$ cat src/rtl/cpu_types_pkg.sv
// Shared CPU datapath types: machine word, register index and writeback queue entry.
package cpu_types_pkg;

    localparam int WORD_BITS = 32;
    localparam int REG_BITS  = 5;

    typedef logic [WORD_BITS-1:0] word_t;
    typedef logic [REG_BITS-1:0]  regbits_t;

    typedef struct packed {
        regbits_t sel;
        word_t    dat;
    } wbq_entry_t;

endpackage

$ cat src/rtl/wbq_fwd_match.sv
// Forwarding lookup for one read select: scans the live queue entries from
// head to tail and reports the youngest entry whose destination matches.
module wbq_fwd_match
    import cpu_types_pkg::*;
#(
    parameter int DEPTH = 4
) (
    input  wbq_entry_t [DEPTH-1:0]           entries_i,
    input  logic [$clog2(DEPTH)-1:0]         head_i,
    input  logic [$clog2(DEPTH+1)-1:0]       count_i,
    input  regbits_t                         rsel_i,
    output logic                             hit_o,
    output word_t                            dat_o
);

    localparam int PTR_W = $clog2(DEPTH);
    localparam int CNT_W = $clog2(DEPTH+1);

    logic [PTR_W-1:0] idx;

    // Later (younger) matches overwrite earlier ones, so the last hit wins.
    always_comb begin
        hit_o = 1'b0;
        dat_o = '0;
        idx   = '0;
        for (int unsigned i = 0; i < DEPTH; i++) begin
            idx = head_i + PTR_W'(i);
            if ((CNT_W'(i) < count_i) && (rsel_i != '0) &&
                (entries_i[idx].sel == rsel_i)) begin
                hit_o = 1'b1;
                dat_o = entries_i[idx].dat;
            end
        end
    end

endmodule

$ cat src/rtl/writeback_queue.sv
// In-order writeback FIFO in front of the register file write port, with
// read-select forwarding of the youngest pending value.
module writeback_queue
    import cpu_types_pkg::*;
#(
    parameter int DEPTH  = 4,
    parameter int WORD_W = WORD_BITS,
    parameter int REG_W  = REG_BITS
) (
    input  logic                         CLK,
    input  logic                         RST,
    input  logic                         wb_valid,
    output logic                         wb_ready,
    input  logic [REG_W-1:0]             wb_sel,
    input  logic [WORD_W-1:0]            wb_dat,
    input  logic                         rf_grant,
    output logic                         rf_wen,
    output logic [REG_W-1:0]             rf_wsel,
    output logic [WORD_W-1:0]            rf_wdat,
    input  logic [REG_W-1:0]             rsel1,
    input  logic [REG_W-1:0]             rsel2,
    output logic                         fwd_hit1,
    output logic                         fwd_hit2,
    output logic [WORD_W-1:0]            fwd_dat1,
    output logic [WORD_W-1:0]            fwd_dat2,
    output logic [$clog2(DEPTH+1)-1:0]   count
);

    localparam int PTR_W = $clog2(DEPTH);
    localparam int CNT_W = $clog2(DEPTH+1);
    localparam logic [CNT_W-1:0] FULL = CNT_W'(DEPTH);

    wbq_entry_t [DEPTH-1:0] entries_q;
    logic [PTR_W-1:0]       head_q, head_d;
    logic [PTR_W-1:0]       tail_q, tail_d;
    logic [CNT_W-1:0]       count_q, count_d;
    logic                   store;
    logic                   pop;

    // Handshake, pointer and occupancy next-state; register-0 pushes complete but store nothing.
    always_comb begin
        pop      = (count_q != '0) && rf_grant;
        wb_ready = (count_q < FULL) || rf_grant;
        store    = wb_valid && wb_ready && (wb_sel != '0);
        head_d   = pop   ? head_q + PTR_W'(1) : head_q;
        tail_d   = store ? tail_q + PTR_W'(1) : tail_q;
        count_d  = count_q;
        case ({store, pop})
            2'b10:   count_d = count_q + CNT_W'(1);
            2'b01:   count_d = count_q - CNT_W'(1);
            default: count_d = count_q;
        endcase
    end

    // Storage and pointer state; reset discards every queued entry.
    always_ff @(posedge CLK or posedge RST) begin
        if (RST) begin
            for (int unsigned i = 0; i < DEPTH; i++) begin
                entries_q[i] <= '0;
            end
            head_q  <= '0;
            tail_q  <= '0;
            count_q <= '0;
        end else begin
            if (store) begin
                entries_q[tail_q] <= '{sel: wb_sel, dat: wb_dat};
            end
            head_q  <= head_d;
            tail_q  <= tail_d;
            count_q <= count_d;
        end
    end

    // Register file port driven straight from the head entry, zeroed when empty.
    always_comb begin
        rf_wen  = pop;
        rf_wsel = '0;
        rf_wdat = '0;
        if (count_q != '0) begin
            rf_wsel = entries_q[head_q].sel;
            rf_wdat = entries_q[head_q].dat;
        end
        count = count_q;
    end

    wbq_fwd_match #(.DEPTH(DEPTH)) u_fwd1 (
        .entries_i (entries_q),
        .head_i    (head_q),
        .count_i   (count_q),
        .rsel_i    (rsel1),
        .hit_o     (fwd_hit1),
        .dat_o     (fwd_dat1)
    );

    wbq_fwd_match #(.DEPTH(DEPTH)) u_fwd2 (
        .entries_i (entries_q),
        .head_i    (head_q),
        .count_i   (count_q),
        .rsel_i    (rsel2),
        .hit_o     (fwd_hit2),
        .dat_o     (fwd_dat2)
    );

endmodule

$ cat config.mk
export PLATFORM = sky130hd
export DESIGN_NAME = writeback_queue
export DESIGN_NICKNAME = d
export VERILOG_FILES = /design/src/rtl/cpu_types_pkg.sv /design/src/rtl/wbq_fwd_match.sv /design/src/rtl/writeback_queue.sv
export SDC_FILE = /design/constraint.sdc
export NUM_CORES = 1
export LEC_CHECK = 0
export BUFFER_PORTS_ARGS = -buffer_cell sky130_fd_sc_hd__buf_2
export CAP_MARGIN = 40
export CORE_ASPECT_RATIO = 1.1
export CORE_MARGIN = 5
export CORE_UTILIZATION = 30
export DETAILED_ROUTE_END_ITERATION = 6
export PLACE_DENSITY_LB_ADDON = 0.2
export SYNTH_ARGS = -nofsm -noshare
export SYNTH_HDL_FRONTEND = slang
export SYNTH_SLANG_ARGS = --single-unit
$ cat constraint.sdc
create_clock -name CLK -period 4.7 [get_ports CLK]
set_input_delay 0.235 -clock CLK [delete_from_list [all_inputs] [get_ports CLK]]
set_output_delay 0.235 -clock CLK [all_outputs]
set_load 0.05 [all_outputs]
== Yosys cells after proc, flatten, opt, wreduce, memory -nomap -nowiden ==
Cells that the tools add are included.
Widths: inputs -> output; s select.

* Register bits after elaboration: 155
* Bits of input ports: 51
* Output and inout bits: 108
* Word-level logic and storage cells: 94

* $add $sub $neg: 6
* Order comparisons: 11
* Equality and inequality tests: 10
* Muxes and demuxes: 30
* Reductions and logical operators: 26

{| class="wikitable"
|+ Operators by type and width
! kind !! number
|-
| $bmux 37 s2 || 4
|-
| $mux 32 || 9
|-
| $mux 37 || 5
|-
| $bwmux 148 || 1
|-
| $demux 37 s2 || 1
|-
| $eq 5x5->1 || 8
|-
| $logic_and 1x1->1 || 20
|-
| $lt 2x3->1 const B || 5
|-
| $reduce_bool 5->1 || 3
|-
| $mux 1 || 8
|-
| $lt 1x3->1 const A || 2
|-
| $lt 2x3->1 const A || 2
|-
| $pmux 3 s2 || 1
|-
| $mux 5 || 1
|-
| $add 2x1->2 const B || 2
|-
| $add 2x2->2 const B || 2
|-
| $add 3x1->3 const B || 1
|-
| $lt 3x3->1 const B || 1
|-
| $reduce_bool 3->1 || 1
|-
| $sub 3x1->3 const B || 1
|-
| $eq 2x1->1 const B || 1
|-
| $eq 2x2->1 const B || 1
|-
| $ge 2x1->1 const B || 1
|-
| $reduce_bool 2->1 || 1
|-
| $logic_or 1x1->1 || 1
|}

== Depth between registers and ports, before layout ==
* Word-level depth: 8
* Gate-level depth with buffers: 11
* Depth with buffers taken out: 8

== Cells and area by module ==
Synthesis repeated with hierarchy kept, for this count alone.

* Cells, all modules: 1456
* Area total of the unflattened synthesis: 16116.7 µm²

{| class="wikitable"
|+ By module, submodules not included
! module !! instances !! cells an instance !! area an instance (µm²) !! seq. area each (µm²)
|-
| wbq_fwd_match || 2 || 510 || 4420.5 || 0.0
|-
| writeback_queue || 1 || 436 || 7275.7 || 3878.7
|}

== Worst setup path before layout ==
No wires, ideal clock.

* Path kind: flip-flop to output port
* Start point: register head_q[0]
* End point: output port fwd_dat1[31]
* Arrival: 3.353 ns
* Required time: 4.465 ns
* Path slack: 1.112 ns
* Cell stages (with the launch flop): 11
* Buffers on the path: 4
* Cell sequence: dfrtp_1 buf_2 buf_6 buf_6 mux4_2 xnor2_1 nand2_1 nor3_4 buf_4 nor2_1 a211oi_1

* Longest elaborated chain between the ends: 8
* Elaborated cells between the ends (all ways): 23
* Those cells by class: 3 x add/sub; 4 x eq/ne; 12 x mux; 4 x reduce/logical

{| class="wikitable"
|+ Ends and longest elaborated chain
! element !! RTL line !! source
|-
| from (decl) || writeback_queue.sv:34 || <nowiki>logic [PTR_W-1:0] head_q, head_d;</nowiki>
|-
| from (signal assigned) || writeback_queue.sv:61 || <nowiki>head_q <= '0;</nowiki>
|-
| from (signal assigned) || writeback_queue.sv:68 || <nowiki>head_q <= head_d;</nowiki>
|-
| $add 2x1->2 or $bmux 37 s2 (tied branches) || wbq_fwd_match.sv:27, wbq_fwd_match.sv:29, wbq_fwd_match.sv:31 ||
|-
| $bmux 37 s2 or $mux 37 (tied branches) || wbq_fwd_match.sv:29, wbq_fwd_match.sv:31 ||
|-
| $mux 37 (implied by the code) or $eq 5x5->1 (tied branches) || wbq_fwd_match.sv:29 || <nowiki>(entries_i[idx].sel == rsel_i)) begin</nowiki>
|-
| $eq 5x5->1 or $logic_and 1x1->1 (tied branches) || wbq_fwd_match.sv:29, wbq_fwd_match.sv:28 ||
|-
| $logic_and 1x1->1 or $mux 32 (tied branches) || wbq_fwd_match.sv:28 || <nowiki>if ((CNT_W'(i) < count_i) && (rsel_i != '0) &&</nowiki>
|-
| $mux 32 (2 in a row) || wbq_fwd_match.sv:28 ||
|-
| $mux 32 * || wbq_fwd_match.sv:28 ||
|-
| to (decl) || writeback_queue.sv:24 || <nowiki>output logic [WORD_W-1:0] fwd_dat1,</nowiki>
|}

Every way passes the cells marked *; elsewhere a longest branch is shown, timed or not. The select of a mux whose other input is x is not followed.

== Worst setup path after layout ==
Ends and elaborated chain as after synthesis.

==> impl_results.md <==
- Clk sinks: roughly 160
- Distinct cells, synth: 51
- Syn_nets: 1205
- Grt total ovfl: 0
- Fin Setup TNS: 0 ns
- Final core occ: 35.3%
- Synth area leader: dfrtp_1
- # placed instances: 1732
- Initial antenna violation count: 2
- Reg2reg start: count[2]$_DFFE_PP0P_
- Warnings from Yosys: 0
- Crit. path cell count: 7
- Unrepaired setup endpoints after global routing: false
- Post-Syn Instances: about 1100
- Register area: 0.00389 mm²
- XOR/XNOR Fraction of Synth Area: 3.29%
- Die width: 201 µm
- Rows: 76
- Max-Cap Viols: 0
- Fmax: between 200 and 250 MHz
- EDFF count, synth: 0
- #FFs+latches synth: roughly 160
- DR pass1 iterations: 5
- Synth Area in Simple Gates: under 10%
- Final setup violation count: 0
- Hold Slack: roughly 0.055 ns
- H-tree Lvls: 4
- # DRC: 0
- Fillers: 3999
- Starting density of the core: between 30% and 40%
- Compound-cell area share of the yosys netlist: around 12%
- Final WL: roughly 39000 µm
- Clock buffer depth: 2
- Critical Path End: fwd_dat1[31]
- Die Span Y: ~220 µm
- Syn Area/Cell: around 10 µm²
- Headroom to the max-slew limit: between 40% and 50%
- First-pass GRT wire length: 59700 µm
- Critical path origin: head_q[0]$_DFFE_PP0P_
- Post-CTS Resized: 0
- Largest net degree at the start of global routing: between 100 and 150
- Core area: slightly below 0.04 mm²
- R2R cell count: 6
- Reg2reg setup slack: about 1.8 ns
- Top cells by area, synth: dfrtp_1, mux2_2, mux2i_1, mux4_2, xnor2_1
- Clock-pin slew on the worst setup and hold paths: approximately 0.070 ns
- I/O pin total: between 150 and 200
- Outcome: finished clean
- Critical path endpoint category: output pin
- Antenna fix cells: 0
- CTS tree: done
- Post-synthesis sequential area ratio: roughly a third
- Critical Path Source Type: register
- Layout cells sized above 1: 42.4%
- Vias after detailed routing: ~9600
- Arrival @ worst endpoint: 4.28 ns
- Main combinational cell family by area after synthesis: multiplexers
- Multi-input logic area: ~0.0076 mm²
- Die area: between 0.04 and 0.05 mm²
- Vias per cell: between 5 and 6
- Asr flop ratio synth: 100%
- RePlAce Congestion: between 0.8 and 0.9
- Adder-Cell Fraction of Synth Area: less than 1%
- Post-DP HPWL: roughly 27000 µm
- Nets: between 1000 and 1500
- Hold Violations, Final: 0
- Worst-Margin Slew: just under 0.8 ns
- Hold WC Path Type: in -> reg
- Top_reg_cell synth: dfrtp_1
- Worst skew pair latency: between 0.4 and 0.5 ns
- CP Buf/Inv Count: 1
- Critical-path top delay cell: or3_2
- CP Class: reg -> out
- Total CTS buffers: 17
- CP cell instances: mux4_2 -> nor3_1 -> o21ai_1 -> or3_2 -> o31a_1 -> a211oi_1 -> buf_2
- Max incr delay on CP: around 0.84 ns
- Vias in the first global route: roughly 9800
- Mux cell area share after synthesis: 37.4%
- Post-synth top area share: approximately 32%
- CTS root buf: clkbuf_16
- Final Max Slew Viols: 0
- Fin Clk Skew: about 0.0067 ns
- Synth top cells by count: mux2_2, dfrtp_1, mux2i_1, nand2_1, nor2_1
- Routed len/inst: about 22 µm
- Req. time, crit path: around 4.5 ns
- Top-count cell post-synth: mux2_2
- Port Buffers: 158
- Total global-route track usage: 17.4%
- Area Overhead vs Synth: 15.8%
- Final Non-Filler Cells: around 1800
- Fin crit period: roughly 4.5 ns
- Crit path max fanout: 34
- 1st-iter DRT viols: between 600 and 700
- Final Cycle Share: between 90% and 100%
- Antenna-violating nets left: 0
- Netlist Area Pre-Place: approximately 0.012 mm²
- Capturing point of the worst reg2reg path: entries_q[94]$_DFFE_PP0P_
- Cell family with most CP delay: compound AO/OA/AOI/OAI gates
==> final cells by class <==
cell class,count,share of cell area (%)
repair buffers,184,7.30
inverters,9,0.315
multi-input cells,878,55.0
clock inverters,13,1.53
flip-flops and latches,155,28.0
clock buffers,19,3.26
well taps,507,4.57
==> layout by cell type (no fill, tap or decap), types with 9 or more instances in the layout <==
cell type  instances
mux2_2           269
a21oi_1           63
xnor2_1           40
buf_4             23
nand2_1           78
o311ai_0          10
o21ai_0           38
dfrtp_1          153
nor2_1            70
o221ai_2          10
mux2i_1          100
o221ai_1          19
o311ai_1          20
ha_1               9
clkbuf_16         17
mux4_2            20
nand3b_1          29
a22o_1            28
buf_2            158
==> sequential cells by signal, summed over array words and instances, names as in the netlist <==
signal and cells:
entries_q 148, count 3, head_q 2, tail_q 2
==> cells by family after synthesis <==
group                    after synthesis
adder cells (fa/ha/maj)                9
AND/OR/NAND/NOR                      230
AO/OA/AOI/OAI                        205
flip-flops                           155
buffers and inverters                112
XOR/XNOR                              45
multiplexers                         389
==> worst min path at each step <==
stage	endpoint	slack (ns)	cells past startpoint	start
floorplan	entries_q[0]$_DFFE_PP0P_	0.39	1	wb_dat[0]
global placement	entries_q[138]$_DFFE_PP0P_	0.43	2	RST
detailed placement	entries_q[62]$_DFFE_PP0P_	0.43	2	RST
CTS	entries_q[12]$_DFFE_PP0P_	0.03	2	wb_dat[12]
global route	entries_q[86]$_DFFE_PP0P_	0.04	2	wb_dat[12]
finish	entries_q[42]$_DFFE_PP0P_	0.06	2	wb_dat[5]
==> per-layer routing <==
| layer | vias to the layer above | wire length (µm) | GRT usage [%] |
|---|---|---|---|
| li1 | 4482 | - | - |
| met5 | - | 14 | 0 |
| met3 | 54 | 1830 | 3.52 |
| met1 | 4779 | 17200 | 22.6 |
| met4 | 4 | 935 | 5.99 |
| met2 | 268 | 18600 | 29.3 |
==> repair_timing <==
item                                   CTS  global route
buffers inserted                         0             0
endpoints found under the hold margin   72             0
hold buffers                             1             0
==> stage by stage <==
stage                     setup WS, ns  instance area [µm²]
after floorplan                  0.287                12000
after global placement           0.748                13200
after detailed placement         0.748                13200
after CTS                        0.224                13900
after global routing            0.0527                13900
final                            0.183                13900
Power is left out: the tool's default activity adds up to more than one toggle a clock period on the data nets, which glitch-free logic cannot reach.
